`src/rtl/core_boot_loader_pkg.sv`:
```
// Shared definitions for the core boot loader: network packet and memory
// request formats, packet opcodes, image select codes, FSM states and the
// store-address signatures that the cores use to report status.
package core_boot_loader_pkg;

  // Width of the register-file index carried in a REG packet.
  localparam int rs_imm_size_gp = 6;

  typedef enum logic [2:0] {
    OP_NULL  = 3'd0,
    OP_INSTR = 3'd1,
    OP_REG   = 3'd2,
    OP_BAR   = 3'd3,
    OP_PC    = 3'd4
  } net_op_e;

  typedef struct packed {
    logic [4:0]  reserved;
    net_op_e     net_op;
    logic [9:0]  id;        // one-hot core select
    logic [31:0] net_data;
    logic [9:0]  net_addr;
  } net_packet_s;

  typedef struct packed {
    logic        valid;
    logic        wen;
    logic        byte_not_word;
    logic [31:0] write_data;
    logic        yumi;
  } mem_in_s;

  typedef struct packed {
    logic [5:0]  opcode;
    logic [4:0]  rd;
    logic [4:0]  rs;
    logic [15:0] imm;
  } instruction_s;

  typedef enum logic [1:0] {
    IMG_DATA  = 2'd0,
    IMG_INSTR = 2'd1,
    IMG_REG   = 2'd2
  } img_sel_e;

  typedef enum logic [3:0] {
    S_IDLE, S_DMEM, S_INSTR, S_REG, S_BAR, S_PC, S_NEXT, S_RUN, S_HALT
  } boot_state_e;

  localparam logic [31:0] SIG_PASS = 32'hC0FF_EEEE;
  localparam logic [31:0] SIG_CODE = 32'hC0DE_C0DE;
  localparam logic [31:0] SIG_DONE = 32'h600D_BEEF;
  localparam logic [31:0] SIG_FAIL = 32'hDEAD_DEAD;

endpackage

```
`src/rtl/core_boot_loader_status_monitor.sv`:
```
// boot_status_monitor: watches core stores while the cores run and decodes
// the signature addresses.
//   run_i          high while the loader is in RUN (monitor enable)
//   clear_i        clears the sticky done/fail flags (restart from HALT)
//   mon_*_i        core memory traffic
//   pass_o/code_o  one-cycle pulses; done_o/fail_o sticky flags
//   halt_o         combinational: a done/fail store is being seen now
//   status_*_o     write data / RUN cycle count of the last matched store
module boot_status_monitor
  import core_boot_loader_pkg::*;
(
  input  logic        clk,
  input  logic        reset,
  input  logic        run_i,
  input  logic        clear_i,
  input  logic        mon_valid_i,
  input  logic [31:0] mon_addr_i,
  input  logic [31:0] mon_wdata_i,
  output logic        pass_o,
  output logic        code_o,
  output logic        done_o,
  output logic        fail_o,
  output logic        halt_o,
  output logic [31:0] status_data_o,
  output logic [31:0] status_cycle_o
);
  logic        vld;
  logic        hit_pass, hit_code, hit_done, hit_fail, hit_any;
  logic [31:0] cycle_q;

  assign vld      = run_i & mon_valid_i;
  assign hit_pass = vld & (mon_addr_i == SIG_PASS);
  assign hit_code = vld & (mon_addr_i == SIG_CODE);
  assign hit_done = vld & (mon_addr_i == SIG_DONE);
  assign hit_fail = vld & (mon_addr_i == SIG_FAIL);
  assign hit_any  = hit_pass | hit_code | hit_done | hit_fail;
  assign halt_o   = hit_done | hit_fail;

  always_ff @(posedge clk) begin
    if (!reset) begin
      cycle_q        <= '0;
      pass_o         <= 1'b0;
      code_o         <= 1'b0;
      done_o         <= 1'b0;
      fail_o         <= 1'b0;
      status_data_o  <= '0;
      status_cycle_o <= '0;
    end else begin
      // Zero on every non-RUN cycle, so each RUN entry starts counting at 0.
      cycle_q <= run_i ? cycle_q + 32'd1 : '0;
      pass_o  <= hit_pass;
      code_o  <= hit_code;
      if (clear_i) begin
        done_o <= 1'b0;
        fail_o <= 1'b0;
      end else begin
        if (hit_done) done_o <= 1'b1;
        if (hit_fail) fail_o <= 1'b1;
      end
      if (hit_any) begin
        status_data_o  <= mon_wdata_i;
        status_cycle_o <= cycle_q;
      end
    end
  end
endmodule

```
`src/rtl/core_boot_loader.sv`:
```
// core_boot_loader: boot sequencer. Copies the data image into shared memory,
// then for each core in turn streams INSTR, REG, BAR and PC packets, then
// hands memory to the cores and watches their stores for status signatures.
//   start_i                 start pulse (accepted in IDLE or HALT)
//   busy_o                  loading in progress
//   img_sel_o/img_addr_o    image ROM request; img_data_i returns 1 cycle later
//   net_packet_flat_o       registered packet to the cores
//   mem_flat_o/mem_addr_o   loader write request, held until mem_ready_i
//   mem_sel_o               1 = cores own memory
//   mon_*_i                 core store traffic; pass/code/done/fail/status out
module core_boot_loader
  import core_boot_loader_pkg::*;
#(
  parameter int          num_cores_p    = 1,
  parameter int          instr_words_p  = 1024,
  parameter int          reg_words_p    = 2**rs_imm_size_gp,
  parameter int          data_words_p   = 1024,
  parameter logic [31:0] start_pc_p     = 32'h5,
  parameter logic [31:0] barrier_mask_p = 32'h2,
  parameter logic [9:0]  barrier_addr_p = 10'd24,
  parameter int          img_addr_w_p   = 10
) (
  input  logic                       clk,
  input  logic                       reset,
  input  logic                       start_i,
  output logic                       busy_o,
  output logic [1:0]                 img_sel_o,
  output logic [img_addr_w_p-1:0]    img_addr_o,
  input  logic [39:0]                img_data_i,
  output logic [$bits(net_packet_s)-1:0] net_packet_flat_o,
  output logic [$bits(mem_in_s)-1:0] mem_flat_o,
  output logic [31:0]                mem_addr_o,
  input  logic                       mem_ready_i,
  output logic                       mem_sel_o,
  input  logic                       mon_valid_i,
  input  logic [31:0]                mon_addr_i,
  input  logic [31:0]                mon_wdata_i,
  output logic                       pass_o,
  output logic                       code_o,
  output logic                       done_o,
  output logic                       fail_o,
  output logic [31:0]                status_data_o,
  output logic [31:0]                status_cycle_o
);
  localparam logic [31:0] DW_LAST   = 32'(data_words_p - 1);
  localparam logic [31:0] IW_LAST   = 32'(instr_words_p - 1);
  localparam logic [31:0] RW_LAST   = 32'(reg_words_p - 1);
  localparam logic [3:0]  CORE_LAST = 4'(num_cores_p - 1);

  boot_state_e state_q, state_d;
  logic [31:0] cnt_q, cnt_d;       // index of the word being emitted/written
  logic [3:0]  core_q, core_d;
  logic        primed_q, primed_d; // img_data_i holds word cnt_q this cycle
  logic        adv;                // current word is consumed this cycle
  logic        clear_flags, halt;
  img_sel_e    img_sel;
  net_packet_s pkt_q, pkt_d, run_pkt;
  mem_in_s     mem_req;
  logic [31:0] mem_addr;
  logic        unused_img_hi;

  assign unused_img_hi = ^img_data_i[39:38];

  always_comb begin
    run_pkt          = '0;
    run_pkt.net_op   = OP_NULL;
    run_pkt.net_data = 32'hFFFF_FFFE;
    run_pkt.net_addr = barrier_addr_p;
  end

  always_ff @(posedge clk) begin
    if (!reset) begin
      state_q  <= S_IDLE;
      cnt_q    <= '0;
      core_q   <= '0;
      primed_q <= 1'b0;
      pkt_q    <= '0;
    end else begin
      state_q  <= state_d;
      cnt_q    <= cnt_d;
      core_q   <= core_d;
      primed_q <= primed_d;
      pkt_q    <= pkt_d;
    end
  end

  always_comb begin
    state_d     = state_q;
    cnt_d       = cnt_q;
    core_d      = core_q;
    primed_d    = primed_q;
    pkt_d       = '0;
    adv         = 1'b1;
    clear_flags = 1'b0;
    img_sel     = IMG_DATA;
    mem_req     = '0;
    mem_addr    = '0;
    case (state_q)
      S_IDLE, S_HALT: begin
        if (start_i) begin
          clear_flags = 1'b1;
          state_d     = S_DMEM;
          cnt_d       = '0;
          core_d      = '0;
          primed_d    = 1'b0;
        end
      end
      S_DMEM: begin
        adv = mem_ready_i;
        if (data_words_p == 0) state_d = S_INSTR;
        else if (!primed_q) primed_d = 1'b1;
        else begin
          mem_req.valid      = 1'b1;
          mem_req.wen        = 1'b1;
          mem_req.yumi       = 1'b1;
          mem_req.write_data = img_data_i[31:0];
          mem_addr           = {cnt_q[29:0], 2'b00};
          if (mem_ready_i) begin
            if (cnt_q == DW_LAST) begin
              state_d  = S_INSTR;
              cnt_d    = '0;
              primed_d = 1'b0;
            end else cnt_d = cnt_q + 32'd1;
          end
        end
      end
      S_INSTR: begin
        img_sel = IMG_INSTR;
        if (instr_words_p == 0) state_d = S_REG;
        else if (!primed_q) primed_d = 1'b1;
        else begin
          pkt_d.id       = 10'b1 << core_q;
          pkt_d.net_op   = OP_INSTR;
          pkt_d.net_data = {16'b0, img_data_i[15:0]};
          pkt_d.net_addr = cnt_q[9:0];
          if (cnt_q == IW_LAST) begin
            state_d  = S_REG;
            cnt_d    = '0;
            primed_d = 1'b0;
          end else cnt_d = cnt_q + 32'd1;
        end
      end
      S_REG: begin
        img_sel = IMG_REG;
        if (reg_words_p == 0) state_d = S_BAR;
        else if (!primed_q) primed_d = 1'b1;
        else begin
          pkt_d.id       = 10'b1 << core_q;
          pkt_d.net_op   = OP_REG;
          pkt_d.net_data = img_data_i[31:0];
          pkt_d.net_addr = {4'b0, img_data_i[37:32]};
          if (cnt_q == RW_LAST) begin
            state_d  = S_BAR;
            cnt_d    = '0;
            primed_d = 1'b0;
          end else cnt_d = cnt_q + 32'd1;
        end
      end
      S_BAR: begin
        pkt_d.id       = 10'b1 << core_q;
        pkt_d.net_op   = OP_BAR;
        pkt_d.net_data = barrier_mask_p;
        pkt_d.net_addr = barrier_addr_p;
        state_d        = S_PC;
      end
      S_PC: begin
        pkt_d.id       = 10'b1 << core_q;
        pkt_d.net_op   = OP_PC;
        pkt_d.net_data = start_pc_p;
        state_d        = S_NEXT;
      end
      S_NEXT: begin
        if (core_q == CORE_LAST) state_d = S_RUN;
        else begin
          core_d  = core_q + 4'd1;
          state_d = S_INSTR;
        end
      end
      S_RUN: if (halt) state_d = S_HALT;
      default: state_d = S_IDLE;
    endcase
    // Packet register already holds the RUN idle pattern on the first RUN cycle.
    if (state_d == S_RUN || state_d == S_HALT) pkt_d = run_pkt;
  end

  // Address runs one word ahead of the emitted index once primed, so a new
  // word arrives every cycle the current one is consumed.
  assign img_addr_o = img_addr_w_p'(cnt_q)
                    + {{(img_addr_w_p-1){1'b0}}, primed_q & adv};
  assign img_sel_o  = img_sel;
  assign net_packet_flat_o = pkt_q;
  assign mem_flat_o = mem_req;
  assign mem_addr_o = mem_addr;
  assign mem_sel_o  = (state_q == S_RUN) || (state_q == S_HALT);
  assign busy_o     = (state_q != S_IDLE) && !mem_sel_o;

  boot_status_monitor u_mon (
    .clk            (clk),
    .reset          (reset),
    .run_i          (state_q == S_RUN),
    .clear_i        (clear_flags),
    .mon_valid_i    (mon_valid_i),
    .mon_addr_i     (mon_addr_i),
    .mon_wdata_i    (mon_wdata_i),
    .pass_o         (pass_o),
    .code_o         (code_o),
    .done_o         (done_o),
    .fail_o         (fail_o),
    .halt_o         (halt),
    .status_data_o  (status_data_o),
    .status_cycle_o (status_cycle_o)
  );
endmodule

```
`config.mk`:
```
export PLATFORM = sky130hd
export DESIGN_NAME = core_boot_loader
export DESIGN_NICKNAME = d
export VERILOG_FILES = /design/src/rtl/core_boot_loader_pkg.sv /design/src/rtl/core_boot_loader_status_monitor.sv /design/src/rtl/core_boot_loader.sv
export SDC_FILE = /design/constraint.sdc
export NUM_CORES = 1
export LEC_CHECK = 0
export ABC_AREA = 1
export CAP_MARGIN = 20
export CORE_ASPECT_RATIO = 0.7
export CORE_MARGIN = 1.5
export CORE_UTILIZATION = 25
export DETAILED_ROUTE_END_ITERATION = 10
export GPL_ROUTABILITY_DRIVEN = 0
export PLACE_DENSITY = 0.5
export SETUP_SLACK_MARGIN = 0.2
export SLEW_MARGIN = 20
export SYNTH_ARGS = -nofsm -noshare
export SYNTH_HDL_FRONTEND = slang
export SYNTH_SLANG_ARGS = --single-unit
```
`constraint.sdc`:
```
create_clock -name clk -period 5.8 [get_ports clk]
set_input_delay 1.45 -clock clk [delete_from_list [all_inputs] [get_ports clk]]
set_output_delay 1.45 -clock clk [all_outputs]
set_load 0.02 [all_outputs]
```
==> summary.md, run 1 <==
| Metric | Value |
|---|---|
| Status | `finished, final reports clean` |
| Die Ht | `176 µm` |
| Root buf cell | `clkbuf_16` |
| Asr flop ratio synth | `0` |
| # Post-CTS Setup Buffers | `0` |
| PwrDens | `194 nW/µm²` |
| Via count | `11365` |
| Pre-CTS setup slack | `636 ps` |
| Area share of and/or/nand/nor cells after synthesis | `0.432` |
| Post-route setup TNS | `0 ps` |
| Syn avg cell area | `6.06 µm²` |
| PnR worst setup slack | `624 ps` |
| Crit path max fanout | `3` |
| Seq/Total Area, Yosys | `0.368` |
| Fin Clk Skew | `16.8 ps` |
| Hold bufs inserted after CTS | `0` |
| Clock Sinks | `196` |
| Final Slew Violations | `0` |
| Initial DRT Pass Iterations | `8` |
| WP data arrival | `3730 ps` |
| Grt ovf | `0` |
| Mapped Cells | `1760` |
| Total Power | `2.87 mW` |
| Rel. slew slack | `0.261` |
| Starting DRT DRC Count | `759` |
| Vias in the first global route | `10286` |
| WP data required | `4350 ps` |
| Clock latency on the worst-skew pair | `450 ps` |
| Mapped Area | `10700 µm²` |
| H-tree depth | `4` |
| Share of synthesized cell area in full adder, half adder and majority cells | `0.0117` |
| IO Port Bufs | `308` |
| XOR/XNOR Fraction of Synth Area | `0.0115` |
| Initial antenna violation count | `0` |
| Max VDD drop | `215 µV` |
| Routed Antenna Nets | `0` |
| Post-DP Area | `14200 µm²` |
| RSZ-0062 raised after global routing | `no` |
| Hold crit path type | `reg -> reg` |
| Largest net degree at the start of global routing | `93` |
| Synth cell types | `41` |
| Leakage | `6.45 nW` |
| Compound-Gate Fraction of Synth Area | `0.0469` |
| Full die area | `43900 µm²` |
| Nets | `2150` |
| Min Tclk post-route | `5180 ps` |
| Crit. End Element | `output port` |
| Final Cycle Share | `0.892` |
| Die X | `250 µm` |
| WHS Path Cells | `2` |
| CP Class | `in -> out` |
| DR WL/cell | `15.1 µm` |
| Clock Tree Buf Depth | `2` |
| Synth Register Bits | `196` |
| # setup viols final | `0` |
| First-pass GRT wire length | `60.2 mm` |
| DRC violations left | `0` |
| Num ports | `319` |
| Synth Flop Type | `dfxtp_1` |
| Clock slew at reported path FFs | `70 ps` |
| Tightest Pin Transition | `1110 ps` |
| Starting density of the core | `0.253` |
| Post-DP HPWL | `29.3 mm` |
| Critical Path Start Type | `primary input` |
| Post-synth EDFFs | `0` |
| Final Hold Fails | `0` |
| Proportion of layout cells with a drive suffix above 1 | `0.0416` |
| CORE AREA | `42200 µm²` |
| FP Rows | `63` |
| Reg2reg path depth | `8` |
| CTS tree | `yes` |
| FMAX | `193 MHz` |
| Final Cell Area | `14800 µm²` |
| Final wirelength | `39.1 mm` |
| Mux cell area share after synthesis | `0` |
| Antenna Cells | `0` |
| MaxCap Viol Count | `0` |
| Gr usage total | `0.176` |
| Cts repair resizes | `0` |
| CTS buffer count | `17` |
| Area Growth Syn to Fin | `38.9%` |
| Largest family of logic cells by synthesized area | `simple AND/OR/NAND/NOR gates` |
| Avg Vias per Cell | `4.38` |
| Synth warnings | `0` |
==> cell type report <==
cell class              count  area (µm²)
well taps                 552         691
clock buffers              17         425
inverters                 265         995
multi-input cells        1229        5400
repair buffers            322        3190
flip-flops and latches    196        3930
fillers                  4629       27400
clock inverters            14         193
==> where the power goes <==
part | internal (mW) | switching [mW] | total, mW
Combinational | 0.100 | 0.142 | 0.242
Clock | 0.660 | 0.619 | 1.28
Sequential | 1.35 | 0.00417 | 1.35
Total | 2.11 | 0.765 | 2.87
==> metal layers <==
layer	global-route usage	up-vias	routed length, µm
met5	0	-	0
met4	0.0315	0	301
met3	0.0285	15	1600
met2	0.274	273	17300
met1	0.255	5194	19900
li1	-	5883	-
==> placed cells by master (no fill, tap or decap), types with 6 or more instances in the layout <==
| master | synthesis | routed |
|---|---|---|
| nor3_1 | 32 | 32 |
| nor2_1 | 403 | 403 |
| a21oi_1 | 46 | 46 |
| nand3_2 | 5 | 6 |
| clkbuf_16 | 0 | 17 |
| o2111ai_1 | 7 | 7 |
| o21ai_0 | 26 | 26 |
| nand4_1 | 65 | 65 |
| or2_2 | 8 | 8 |
| xor2_1 | 12 | 12 |
| dfxtp_1 | 196 | 195 |
| nand3_1 | 61 | 60 |
| inv_1 | 259 | 259 |
| ha_1 | 10 | 10 |
| nor2_2 | 9 | 7 |
| conb_1 | 1 | 8 |
| buf_4 | 12 | 15 |
| nand2_1 | 503 | 503 |
| clkdlybuf4s50_1 | 0 | 307 |
==> final timing paths <==
check / startpoint / to / slack, ps
setup / recovery: mem_ready_i / img_addr_o[6] / 620
hold / removal: u_mon.fail_o / u_mon.fail_o / 460
setup reg to reg: state_q[0] / net_packet_flat_o[47] / 3210
hold reg to reg: u_mon.fail_o / u_mon.fail_o / 460
==> metrics by stage <==
step                hold WS [ps]  utilization  std cells
finish                       459        0.351       2595
global route                 491        0.351       2595
CTS                          465        0.351       2595
detailed placement           455        0.337       2564
global placement             447        0.337       2564
floorplan                    441            -       1767
==> synthesized netlist by cell type, types with 9 or more instances <==
cell      count  area [µm²]
nand2_1     503        1890
xor2_1       12         105
o21ai_0      26         130
nor2_1      403        1510
ha_1         10         125
a21oi_1      46         230
inv_1       259         972
buf_4        12        90.1
nor3_1       32         160
dfxtp_1     196        3920
nand4_1      65         407
clkbuf_1     21        78.8
nand3_1      61         305
buf_2        37         185
nor2_2        9        56.3
==> registers in the layout (all words and copies together), names as in the netlist <==
| register | cells |
|---|---|
| cnt_q | 32 |
| state_q | 4 |
| net_packet_flat_o | 55 |
| u_mon.cycle_q | 32 |
| u_mon.code_o | 1 |
| u_mon.status_cycle_o | 32 |
| u_mon.done_o | 1 |
| primed_q | 1 |
| u_mon.fail_o | 1 |
| core_q | 4 |
| u_mon.status_data_o | 32 |
| u_mon.pass_o | 1 |
==> cell families (layout without fill, tap and decap cells) <==
| logic type | count (synthesis) | in the layout |
|---|---|---|
| xor gates and xnor gates | 14 | 14 |
| buffers and inverters | 342 | 618 |
| other | 1 | 8 |
| and+or+nand+nor | 1107 | 1107 |
| DFF | 196 | 196 |
| AOI/OAI and AO/OA | 90 | 90 |
| adders and majority gates | 10 | 10 |
==> critical path, cell delays in order <==
cell and delay (ps):
clkdlybuf4s50_1 480, inv_1 40, nand4_1 100, nand2_1 60, inv_1 80, ha_1 210
ha_1 210, nand3_1 140, nor2_1 150, xor2_1 170, clkdlybuf4s50_1 620
No activity file was read; power rests on OpenSTA's default activity.
==> run 2, diff against run 1 <==
Settings changed: DONT_BUFFER_PORTS set to 1, PLACE_DENSITY 0.5 to 0.4.
==> summary.md, run 2 (synthesis results as in run 1) <==
| Metric | Value |
|---|---|
| Status | `finished, final reports clean` |
| Reg2reg start | `core_q[0]` |
| Min Tclk post-route | `4300 ps (-875 ps)` |
| Clock Sinks | `196 (unchanged)` |
| Most frequent cells in the layout | `nand2_1, nor2_1, inv_1, dfxtp_1, nand4_1` |
| Fin Clk Skew | `18.4 ps (+1.68 ps)` |
| DR WL/cell | `16.1 µm (+7.0%)` |
| WP data arrival | `2850 ps (-880 ps)` |
| WP data required | `4350 ps (about the same)` |
| Final Cycle Share | `0.742 (-0.151)` |
| # Post-CTS Setup Buffers | `0 (unchanged)` |
| Reg2reg path depth | `8 (unchanged)` |
| FP Rows | `63 (unchanged)` |
| # setup viols final | `0 (unchanged)` |
| Max reg flops | `55 (unchanged)` |
| Hold crit path type | `reg -> reg` |
| Starting DRT DRC Count | `662 (-13%)` |
| Grt ovf | `0 (unchanged)` |
| Crit path max fanout | `3 (unchanged)` |
| CP max stage delay | `390 ps (-230 ps)` |
| Die Ht | `176 µm (unchanged)` |
| IO Port Bufs | `0 (-100%)` |
| Gr usage total | `0.169 (-0.00714)` |
| Critical path origin | `mem_ready_i` |
| Commonest non-fill, non-tap cell in the layout | `nand2_1` |
| Worst R2R Setup Slack | `2940 ps (-270 ps)` |
| Crit path capture | `img_addr_o[8]` |
| Vias in the first global route | `9686 (-5.8%)` |
| Tightest Pin Transition | `924 ps (-185 ps)` |
| Clock slew at reported path FFs | `80 ps (about the same)` |
| RSZ-0062 raised after global routing | `no` |
| FMAX | `232 MHz (+20%)` |
| Worst r2r dst | `net_packet_flat_o[53]` |
| Initial DRT Pass Iterations | `5 (-3)` |
| Num ports | `319 (unchanged)` |
| Final wirelength | `37.4 mm (-4.5%)` |
| Initial antenna violation count | `0 (unchanged)` |
| Buffers and inverters on the worst path | `2 (-2)` |
| Final Hold Fails | `0 (unchanged)` |
| MaxCap Viol Count | `0 (unchanged)` |
| WP depth | `9 (-2)` |
| Antenna Cells | `0 (unchanged)` |
| Area Growth Syn to Fin | `11.9%` |
| Post-route setup TNS | `0 ps (unchanged)` |
| Critical Path Start Type | `primary input` |
| Die X | `250 µm (unchanged)` |
| Routed Antenna Nets | `0 (unchanged)` |
| Leakage | `5.50 nW (-15%)` |
| Crit. End Element | `output port` |
| Utilization after layout | `0.283 (-0.0683)` |
| Final Slew Violations | `0 (unchanged)` |
| Cts repair resizes | `0 (unchanged)` |
| PwrDens | `229 nW/µm² (+18%)` |
| Clock Tree Buf Depth | `2 (unchanged)` |
| Max VDD drop | `190 µV (-11%)` |
| Rel. slew slack | `0.383 (+0.122)` |
| First-pass GRT wire length | `57.5 mm (-4.4%)` |
| Largest net degree at the start of global routing | `109 (+17%)` |
| H-tree depth | `4 (unchanged)` |
| Root buf cell | `clkbuf_16` |
| CTS tree | `yes` |
| Via count | `10336 (-9.1%)` |
| Starting density of the core | `0.253 (unchanged)` |
| Avg Vias per Cell | `4.46 (+1.9%)` |
| Hold bufs inserted after CTS | `0 (unchanged)` |
| Critical path, cell by cell | `inv_1 > nand4_1 > nand2_1 > inv_1 > ha_1 > ha_1 > nand3_1 > nor2_1 > xor2_1` |
| Post-DP HPWL | `27.7 mm (-5.6%)` |
| Kind of cell adding the most delay to the critical path | `simple AND/OR/NAND/NOR gates` |
| CP max-delay cell | `xor2_1` |
| Nets | `1871 (-13%)` |
| Clock latency on the worst-skew pair | `460 ps (about the same)` |
| CTS buffer count | `17 (unchanged)` |
| CORE AREA | `42200 µm² (unchanged)` |
| Full die area | `43900 µm² (unchanged)` |
| DRC violations left | `0 (unchanged)` |
| Proportion of layout cells with a drive suffix above 1 | `0.0640 (+0.0224)` |
| CP Class | `in -> out` |
## run 2: cell count changes in the layout (fill, tap and decap cells not counted), moves of 2 or more
cell	delta
clkdlybuf4s50_1	-307
buf_4	+28
clkinv_4	+4
inv_6	-4
inv_8	+2
## run 2: where the power goes
part           internal, mW  switching (mW)  total (mW)  leakage (nW)
combinational        0.0272           0.103       0.130          3.63
clock                 0.618           0.634        1.25         0.289
sequential             1.35         0.00418        1.35          1.58
## run 2: tightest hold or removal path, stage by stage (launching register included)
cell     delay (ps)
dfxtp_1         330
nand2_1          60
a21oi_1          60
## run 2: per-stage QoR
stage | instances | instance area (µm²) | power, mW | hold WS [ps] | setup slack, ps
global route | 2317 | 11900 | 2.85 | 510 | 1330
global placement | 2285 | 11300 | 1.51 | 468 | 1490
floorplan | 1767 | 10700 | 1.50 | 441 | 1710
CTS | 2317 | 11900 | 2.79 | 490 | 1480
finish | 2317 | 11900 | 2.73 | 486 | 1500
detailed placement | 2285 | 11300 | 1.51 | 477 | 1500
## run 2: how the worst min path moves through the flow
stage / startpoint / slack, ps / cells after the start / to
after global placement: u_mon.cycle_q[31] / 470 / 2 / u_mon.cycle_q[31]
after floorplan: u_mon.cycle_q[0] / 440 / 1 / u_mon.cycle_q[0]
final: u_mon.cycle_q[31] / 490 / 2 / u_mon.cycle_q[31]
after CTS: u_mon.cycle_q[31] / 490 / 2 / u_mon.cycle_q[31]
after global routing: u_mon.cycle_q[31] / 510 / 2 / u_mon.cycle_q[31]
after detailed placement: u_mon.cycle_q[31] / 480 / 2 / u_mon.cycle_q[31]
## run 2: area by class of cell
| type | instances | area [µm²] |
|---|---|---|
| sequential | 196 | 3930 |
| clock inverter | 14 | 166 |
| fill | 4829 | 30200 |
| timing repair buffer | 43 | 323 |
| multi-input combinational | 1229 | 5400 |
| inverter | 265 | 995 |
| clock buffer | 18 | 429 |
| tap | 552 | 691 |
## run 2: metal layers
layer / global-route usage / wire [µm] / up-vias
met5: 0 / 0 / -
met1: 0.248 / 19500 / 4792
met4: 0.0363 / 397 / 0
met2: 0.252 / 15900 / 205
met3: 0.0323 / 1550 / 22
li1: - / - / 5317
